### config.mk
export PLATFORM = sky130hd
export DESIGN_NAME = program_loader_flat
export DESIGN_NICKNAME = d
export VERILOG_FILES = /design/src/rtl/program_loader_pkg.sv /design/src/rtl/program_loader_if.sv /design/src/rtl/program_loader_word_assembler.sv /design/src/rtl/program_loader.sv /design/src/flat_wrapper.sv
export SDC_FILE = /design/constraint.sdc
export NUM_CORES = 1
export LEC_CHECK = 0
export ABC_AREA = 0
export CORE_MARGIN = 2
export CORE_UTILIZATION = 30
export DETAILED_ROUTE_END_ITERATION = 6
export PLACE_DENSITY = 0.53
export SLEW_MARGIN = 20
export SYNTH_ARGS = -nofsm -noshare
export SYNTH_HDL_FRONTEND = slang
export SYNTH_SLANG_ARGS = --single-unit
### constraint.sdc
create_clock -name clk -period 2.1 [get_ports clk]
set_clock_uncertainty 0.05 [all_clocks]
set_input_delay 0.525 -clock clk [delete_from_list [all_inputs] [get_ports clk]]
set_output_delay 0.525 -clock clk [all_outputs]
set_load 0.02 [all_outputs]
### src/rtl/program_loader_pkg.sv
// Shared types and constants for the boot-time program loader.
// Pure declarations; no logic or state.
package loader_pkg;

  typedef enum logic [2:0] {
    IDLE  = 3'd0,
    LOAD  = 3'd1,
    CHECK = 3'd2,
    RUN   = 3'd3,
    ERROR = 3'd4
  } state_t;

  localparam int          BYTES_PER_WORD = 4;
  localparam logic [31:0] IMEM_BASE      = 32'h0;

  // Byte address of instruction word idx.
  function automatic logic [31:0] word_addr(input logic [31:0] idx);
    return IMEM_BASE + (idx << 2);
  endfunction

endpackage

### src/rtl/program_loader_if.sv
// Byte stream in (valid/ready) and instruction-memory write port out.
// slave = loader side, master = upstream source / memory side.
interface program_loader_if;

  logic        byte_valid;
  logic [7:0]  byte_data;
  logic        byte_ready;
  logic        imem_we;
  logic [31:0] imem_addr;
  logic [31:0] imem_wdata;

  modport slave (
    input  byte_valid, byte_data,
    output byte_ready, imem_we, imem_addr, imem_wdata
  );

  modport master (
    output byte_valid, byte_data,
    input  byte_ready, imem_we, imem_addr, imem_wdata
  );

endinterface

### src/rtl/program_loader_word_assembler.sv
// Packs accepted bytes little-endian into 32-bit words; word/word_valid are valid in the 4th-byte cycle.
// Zero latency on the completing byte; stalls (en low) hold index and partial word.
module word_assembler
  import loader_pkg::*;
(
  input  logic        clk,
  input  logic        reset,
  input  logic        clear,
  input  logic        en,
  input  logic [7:0]  din,
  output logic [31:0] word,
  output logic        word_valid
);

  localparam int IDX_W = $clog2(BYTES_PER_WORD);

  logic [IDX_W-1:0] idx_q;
  logic [23:0]      low_q;

  always_ff @(posedge clk or negedge reset) begin
    if (!reset) begin
      idx_q <= '0;
      low_q <= '0;
    end else if (clear) begin
      idx_q <= '0;
      low_q <= '0;
    end else if (en) begin
      idx_q <= idx_q + 1'b1;
      case (idx_q)
        2'd0:    low_q[7:0]   <= din;
        2'd1:    low_q[15:8]  <= din;
        2'd2:    low_q[23:16] <= din;
        default: ;
      endcase
    end
  end

  // The top byte is taken straight from the input so the word is usable on the completing cycle.
  assign word       = {din, low_q};
  assign word_valid = en && (idx_q == IDX_W'(BYTES_PER_WORD - 1));

endmodule

### src/rtl/program_loader.sv
// Loads a byte-streamed program into instruction memory, verifies an XOR checksum, then releases core reset.
// imem write one cycle after each 4th byte; accepts one byte per cycle in LOAD/CHECK, never stalls on writes.
module program_loader
  import loader_pkg::*;
#(
  parameter int ADDR_WIDTH = 8
)
(
  input  logic                  clk,
  input  logic                  reset,
  input  logic                  start,
  input  logic [ADDR_WIDTH:0]   load_words,
  program_loader_if.slave       bus,
  output logic                  core_reset,
  output logic                  busy,
  output logic                  done,
  output logic                  error
);

  localparam logic [ADDR_WIDTH:0] MAX_WORDS = {1'b1, {ADDR_WIDTH{1'b0}}};

  state_t              state_q, state_d;
  logic [ADDR_WIDTH:0] len_q;
  logic [ADDR_WIDTH:0] word_cnt_q;
  logic [31:0]         csum_q;
  logic                we_q;
  logic [31:0]         addr_q;
  logic [31:0]         wdata_q;

  logic        accept;
  logic        len_ok;
  logic        load_go;
  logic [31:0] word;
  logic        word_valid;

  assign accept = bus.byte_valid & bus.byte_ready;
  assign len_ok = (load_words != '0) && (load_words <= MAX_WORDS);

  word_assembler u_asm (
    .clk        (clk),
    .reset      (reset),
    .clear      (load_go),
    .en         (accept),
    .din        (bus.byte_data),
    .word       (word),
    .word_valid (word_valid)
  );

  always_comb begin
    state_d = state_q;
    load_go = 1'b0;
    case (state_q)
      IDLE, RUN, ERROR: begin
        if (start) begin
          if (len_ok) begin
            state_d = LOAD;
            load_go = 1'b1;
          end else begin
            state_d = ERROR;
          end
        end
      end
      LOAD: begin
        if (word_valid && ((word_cnt_q + 1'b1) == len_q)) state_d = CHECK;
      end
      CHECK: begin
        if (word_valid) state_d = (word == csum_q) ? RUN : ERROR;
      end
      default: state_d = IDLE;
    endcase
  end

  always_ff @(posedge clk or negedge reset) begin
    if (!reset) state_q <= IDLE;
    else        state_q <= state_d;
  end

  // Checksum and word index advance on the completing byte, so the last word is folded in before CHECK.
  always_ff @(posedge clk or negedge reset) begin
    if (!reset) begin
      len_q      <= '0;
      word_cnt_q <= '0;
      csum_q     <= '0;
      we_q       <= 1'b0;
      addr_q     <= '0;
      wdata_q    <= '0;
    end else begin
      we_q <= 1'b0;
      if (load_go) begin
        len_q      <= load_words;
        word_cnt_q <= '0;
        csum_q     <= '0;
      end else if (state_q == LOAD && word_valid) begin
        we_q       <= 1'b1;
        addr_q     <= word_addr(32'(word_cnt_q));
        wdata_q    <= word;
        csum_q     <= csum_q ^ word;
        word_cnt_q <= word_cnt_q + 1'b1;
      end
    end
  end

  assign bus.byte_ready = (state_q == LOAD) || (state_q == CHECK);
  assign bus.imem_we    = we_q;
  assign bus.imem_addr  = addr_q;
  assign bus.imem_wdata = wdata_q;
  assign busy           = (state_q == LOAD) || (state_q == CHECK);
  assign done           = (state_q == RUN);
  assign error          = (state_q == ERROR);
  assign core_reset     = (state_q != RUN);

endmodule

### src/flat_wrapper.sv
// flat-port wrapper written by rule: the top's interface ports become plain ports
module program_loader_flat import loader_pkg::*;
#(
  parameter int ADDR_WIDTH = 8
)
  (clk, reset, start, load_words, core_reset, busy, done, error, bus_byte_valid, bus_byte_data, bus_byte_ready, bus_imem_we, bus_imem_addr, bus_imem_wdata);
  program_loader_if bus_i ();
  input  logic clk;
  input  logic reset;
  input  logic start;
  input  logic [ADDR_WIDTH:0] load_words;
  output logic core_reset;
  output logic busy;
  output logic done;
  output logic error;
  input wire logic [$bits(bus_i.byte_valid)-1:0] bus_byte_valid;
  input wire logic [$bits(bus_i.byte_data)-1:0] bus_byte_data;
  output wire logic [$bits(bus_i.byte_ready)-1:0] bus_byte_ready;
  output wire logic [$bits(bus_i.imem_we)-1:0] bus_imem_we;
  output wire logic [$bits(bus_i.imem_addr)-1:0] bus_imem_addr;
  output wire logic [$bits(bus_i.imem_wdata)-1:0] bus_imem_wdata;
  assign bus_i.byte_valid = bus_byte_valid;
  assign bus_i.byte_data = bus_byte_data;
  assign bus_byte_ready = bus_i.byte_ready;
  assign bus_imem_we = bus_i.imem_we;
  assign bus_imem_addr = bus_i.imem_addr;
  assign bus_imem_wdata = bus_i.imem_wdata;
  program_loader #(.ADDR_WIDTH(ADDR_WIDTH)) u_core (.clk(clk), .reset(reset), .start(start), .load_words(load_words), .bus(bus_i), .core_reset(core_reset), .busy(busy), .done(done), .error(error));
endmodule
# [Word level (Yosys, flattened, before mapping)]
# Index checks and enable logic that the tools add are counted.
[word_totals] latch_bits=0 ram_bits=0 wordCells=71 reg_bits=121 mem_bits_ro=0 mem_count=0 output_inout_bits=70
[classes] reduce_logical=19 order_cmp=1 shift=0 bitwise=3 div=0 multipliers=0 add_sub_neg=2 mux=22 n_eq_ne=13
[ops] operator="2-to-1 mux 32 bit" n=2
[ops] operator="2-to-1 mux 24 bit" n=2
[ops] operator="== test 32 bit" n=1
[ops] operator="XOR 32 bit" n=1
[ops] operator="2-to-1 mux 8 bit" n=3
[ops] operator="2-to-1 mux 9 bit" n=2
[ops] operator="2-to-1 mux 3 bit" n=5
[ops] operator="nonzero test 2 bit" n=5
[ops] operator="adder 9 x 1 -> 9 bit (second input constant)" n=1
[ops] operator="== test 9 bit" n=1
[ops] operator="<= comparator 9 bit (second input constant)" n=1
[ops] operator="one-hot mux 3 bit (3 select lines)" n=1
[ops] operator="nonzero test 9 bit" n=1
[ops] operator="AND reduction 2 bit" n=4
[ops] operator="== test 3 x 2 -> 1 bit (second input constant)" n=2
[ops] operator="2-to-1 mux 1 bit" n=5
[ops] operator="== test 2 bit (second input constant)" n=2
[ops] operator="logical AND 1 bit" n=4
[ops] operator="2-to-1 mux 2 bit" n=2
[ops] operator="inequality test 2 x 1 -> 1 bit (second input constant)" n=2
[ops] operator="== test 3 x 1 -> 1 bit (second input constant)" n=1
[ops] operator="== test 3 bit (second input constant)" n=1
[ops] operator="logical NOT 3 bit" n=1
[ops] operator="inequality test 3 x 2 -> 1 bit (second input constant)" n=1
[ops] operator="9 further kinds" n=9

# [Longest topological paths before layout]
[depth] word_depth=7 mapped_depth=9 mapped_depth_nobuf=7

# [Hierarchy]
# A second synthesis with hierarchy kept.
[hier_totals] hier_cells=651 hier_area_um2=6049.6
[modules_own_cells] mod="program_loader" area_each_um2=4747.1 cells_per_inst=541 seq_area_each_um2=2377.3 instances=1
[modules_own_cells] mod="word_assembler" area_each_um2=1302.5 cells_per_inst=110 seq_area_each_um2=650.6 instances=1

# [Worst setup path after synthesis]
# No wires, ideal clock.
[synth_timing] kind="in2reg" from="input port load_words[1]" to="register u_core.len_q[8]" setup_time_ns=0.128 path_buffers=2 path_slack_ns=0.021 t_arrival_ns=1.901 path_stages=6 required_ns=1.922 cell_sequence="nor4_1 > a21boi_1 > nor3b_1 > buf_2 > buf_2 > mux2_1"
[synth_between] elab_chain_len=5 elab_cells_between_ends=6 classes_between="1 x order compare; 3 x mux; 2 x reduce/logical"
[synth_lines] item="start: declaration" line_no="flat_wrapper.sv:11" text="input logic [ADDR_WIDTH:0] load_words;"
[synth_lines] item="<= comparator 9 bit or nonzero test 9 bit (tied branches)" line_no="program_loader.sv:37" text="assign len_ok = (load_words != '0) && (load_words <= MAX_WORDS);"
[synth_lines] item="logical AND 1 bit *" line_no="program_loader.sv:37"
[synth_lines] item="2-to-1 mux 1 bit *" line_no="program_loader.sv:55" text="if (len_ok) begin"
[synth_lines] item="2-to-1 mux 1 bit *" line_no="program_loader.sv:54" text="if (start) begin"
[synth_lines] item="2-to-1 mux 1 bit *" line_no="program_loader.sv:52" text="case (state_q)"
[synth_lines] item="end signal: assignment" line_no="program_loader.sv:90" text="len_q <= load_words;"
[synth_lines] item="end: declaration" line_no="program_loader.sv:23" text="logic [ADDR_WIDTH:0] len_q;"
# Mark *: on every way between the ends. The rest lies on a longest branch, timed or not.
# A chain may end at the register's enable or synchronous reset.

# [Worst setup path in the final report]
[layout_timing] from="input port bus_byte_data[5]" to="register u_core.state_q[1]"
[layout_between] elab_chain_len=4
[layout_lines] item="start: declaration" line_no="flat_wrapper.sv:17" text="input wire logic [$bits(bus_i.byte_data)-1:0] bus_byte_data;"
[layout_lines] item="== test 32 bit" line_no="program_loader.sv:67" text="if (word_valid) state_d = (word == csum_q) ? RUN : ERROR;"
[layout_lines] item="2-to-1 mux 3 bit (2 in series)" line_no="program_loader.sv:67"
[layout_lines] item="one-hot mux 3 bit (3 select lines)" line_no="program_loader.sv:52"
[layout_lines] item="end signal: assignment" line_no="program_loader.sv:75" text="else state_q <= state_d;"
[layout_lines] item="end: declaration" line_no="program_loader.sv:22" text="state_t state_q, state_d;"
# Every way passes these cells. The select of a mux whose other input is x is not followed.

==> metrics.md <==
| Metric | Value |
|---|---|
| Hold depth | 2 |
| Worst Hold Launch | load_words[3] |
| Drt first pass iters | 5 |
| Leak | 3.644 nW |
| Sequential share of power | 37.0% |
| Comb power frac | 33.5% |
| GPL Wtd Cong | 0.7903 |
| Avg WL per Cell | 14.79 µm |
| Grt total ovfl | 0 |
| WP data arrival | 2.36 ns |
| Die X | 143.5 µm |
| Worst r2r src | u_core.u_asm.idx_q[0] |
| Synthesized area per cell | 9.013 µm² |
| Final min period | 2.078 ns |
| Largest net degree at the start of global routing | 44 |
| Yosys warnings | 0 |
| Row cnt | 51 |
| Reg2reg setup slack | 0.10 ns |
| Critical path class | in2reg |
| Layout Area Growth over Synthesis | 33.76% |
| Outcome | complete, no violations |
| Switch Pwr | 3.383 mW |
| Clk sinks | 121 |
| #FFs+latches synth | 121 |
| Initial antenna violation count | 0 |
| Die ar. | 20600 µm² |
| CP cell instances | clkdlybuf4s50_1 > xnor2_2 > nand4_1 > nor4_2 > buf_4 > nand2_1 > o31a_1 > o22ai_1 |
| Clock Latency Late Sink | 0.42 ns |
| Setup-failing EPs final | 0 |
| Switching share of power | 34.09% |
| Inserted Clock Buffers | 17 |
| DRT iter0 DRCs | 316 |
| Setup_tns | 0 ns |
| Core area | 19270 µm² |
| Fmax | 481.3 MHz |
| N_diodes | 0 |
| Vias in the first global route | 4598 |
| Clk pin slew, worst setup/hold paths | 0.05 ns |
| Post-synth top flop | dfrtp_1 |
| I/O pins | 91 |
| Final wirelength | 15220 µm |
| Internal power | 6.540 mW |
| CP peak stage delay | 0.60 ns |
| Total instance count after detailed placement | 989 |
| First-pass GRT wire length | 24490 µm |
| Die height | 143.5 µm |
| I/O Buffers | 67 |
| Synth Instances | 648 |
| Final net count | 778 |
| Max Transition Viols Final | 0 |
| Clk root buf | clkbuf_16 |
| Vias/cell | 4.642 |
| Global-route usage over all layers | 15.35% |
| Count of different cell masters after synthesis | 48 |
| Async SR Flop Fraction | 100.0% |
| VDD IR max | 0.0006873 V |
| Detailed Place HPWL | 10270 µm |
| Crit start category | input pin |
| Total power | 9.923 mW |
| Post-synth EDFFs | 0 |
| Max clock buf depth | 2 |
| Initial Utilization | 30.31% |
| Worst r2r path cells | 9 |
| Clk network pwr share | 29.5% |
| Post-synthesis sequential area ratio | 51.84% |
| Worst path slowest cell | clkdlybuf4s50_1 |
| Post-layout util | 40.54% |
| CTS H-tree depth | 4 |
| Worst endpoint required time | 2.39 ns |
| DR vias | 4777 |
| Setup crit start | bus_byte_data[5] |
| Reg2reg end | u_core.word_cnt_q[4] |
| CTS tree | done |
| Post-Syn Area | 5841 µm² |
| Tcrit/Tclk final | 98.93% |
| Layout cells sized above 1 | 14.53% |
| Crit path max fanout | 3 |
| Non-filler cells, final | 1029 |
| HP Class | in2reg |
| Endpoints failing hold | 0 |
| ANT nets after route | 0 |
| CP Capture Type | register |
| DR DRC count | 0 |
| Hold EP | u_core.len_q[3] |
| PwrDens | 1270 nW/µm² |
| Max-cap violations | 0 |
==> synth_stat cells, types with 2 or more instances <==
library cell,count,area [µm²]
nor3_1,7,35.03
xnor2_1,42,367.9
clkbuf_1,12,45.04
nand4_1,10,62.56
and2_1,5,31.28
o21ai_1,78,390.4
xor2_1,3,26.28
dfrtp_1,121,3028
nor3b_1,2,15.01
ha_1,5,62.56
mux2_1,9,101.4
o21ai_0,2,10.01
o31ai_1,3,22.52
inv_1,5,18.77
nand2b_1,4,25.02
buf_1,5,18.77
nor4_1,5,31.28
a31oi_1,3,18.77
buf_4,24,180.2
or3_1,3,18.77
buf_2,19,95.09
nor2_1,42,157.7
nand3_1,28,140.1
nand2_1,160,600.6
a21oi_1,28,140.1
==> cell usage in the layout (no fill, tap or decap), drive strengths merged, types with 6 or more instances in the layout <==
cell             n
nand2          160
dfrtp          121
o21ai           81
buf             56
clkdlybuf4s50   52
xnor2           42
nor2            42
nand3           29
a21oi           28
clkbuf          27
conb            23
nand4           10
mux2             9
dlymetal6s2s     8
nor3             7
inv              6
==> per-stage QoR <==
| stage | setup WS [ns] | cell area, µm² | hold slack [ns] |
|---|---|---|---|
| 5_1_grt | -0.0005600 | 7812 | 0.3771 |
| 2_1_floorplan | 0.02107 | 5923 | 0.1794 |
| 3_3_place_gp | -0.5554 | 7004 | 0.4129 |
| 4_1_cts | -0.007205 | 7619 | 0.4270 |
| 6_report | 0.02241 | 7812 | 0.3599 |
| 3_5_place_dp | -0.5579 | 7004 | 0.4126 |
==> power groups by stage <==
stage          clock network (mW)  logic, mW  registers, mW
3_3_place_gp                    0       3.14           3.71
6_report                     2.93       3.33           3.67
2_1_floorplan                   0       1.72           3.84
3_5_place_dp                    0       3.17           3.71
4_1_cts                      3.00       3.22           3.67
5_1_grt                      3.10       3.68           3.78
==> worst max-delay path, delay by kind of cell <==
kind                   cells  cell delay, ns
AO/OA/AOI/OAI              2            0.39
XOR/XNOR                   1            0.15
buffers and inverters      2            0.76
AND/OR/NAND/NOR            3            0.54
==> worst max-delay path by stage <==
stage                        endpoint  slack, ns  cells past startpoint
finish              u_core.state_q[1]       0.02                      8
global route        u_core.state_q[1]    -0.0006                      8
CTS                              busy     -0.007                      3
detailed placement  u_core.state_q[1]      -0.56                      8
global placement    u_core.state_q[1]      -0.56                      8
floorplan             u_core.len_q[8]       0.02                      6
==> metal layers <==
layer | GRT usage, % | vias to the layer above | share of wire [%]
met5 | 0 | - | 0
met4 | 5.212 | 0 | 0.98
met3 | 3.399 | 11 | 3.6
met2 | 23.06 | 103 | 45
met1 | 21.88 | 2318 | 50
li1 | - | 2345 | -
==> layout make-up <==
| cell class | instances | area [µm²] |
|---|---|---|
| clock buffer | 22 | 464.2 |
| clock inverter | 9 | 122.6 |
| fill | 1956 | 11460 |
| inverter | 6 | 22.52 |
| multi-input combinational | 482 | 2611 |
| sequential | 121 | 3029 |
| tap | 265 | 331.6 |
| timing repair buffer | 124 | 1231 |
==> flip-flops by register name, summed over array words and instances, names as in the netlist <==
name / cells
u_core.u_asm.low_q: 24
u_core.u_asm.idx_q: 2
u_core.csum_q: 32
u_core.word_cnt_q: 9
u_core.bus.imem_we: 1
u_core.len_q: 9
u_core.bus.imem_addr: 9
u_core.state_q: 3
u_core.bus.imem_wdata: 32
==> cell families after synthesis <==
group,count (synthesis),share of synthesized area [%]
DFF,121,51.84
muxes,10,1.907
adders and majority gates,5,1.071
and+or+nand+nor,274,20.44
xor gates and xnor gates,45,6.748
AOI/OAI and AO/OA,125,11.55
other,1,0.06421
buffers and inverters,67,6.384
==> repair_timing <==
action	4_1_cts	5_1_grt
endpoints found under the hold margin	20	0
gates cloned	0	4
hold buffers	1	0
gates resized for setup	12	35
buffers inserted	1	3
pin swaps	2	8
setup endpoints to repair	8	61
Note: power is estimated with default switching activity, not from simulation.
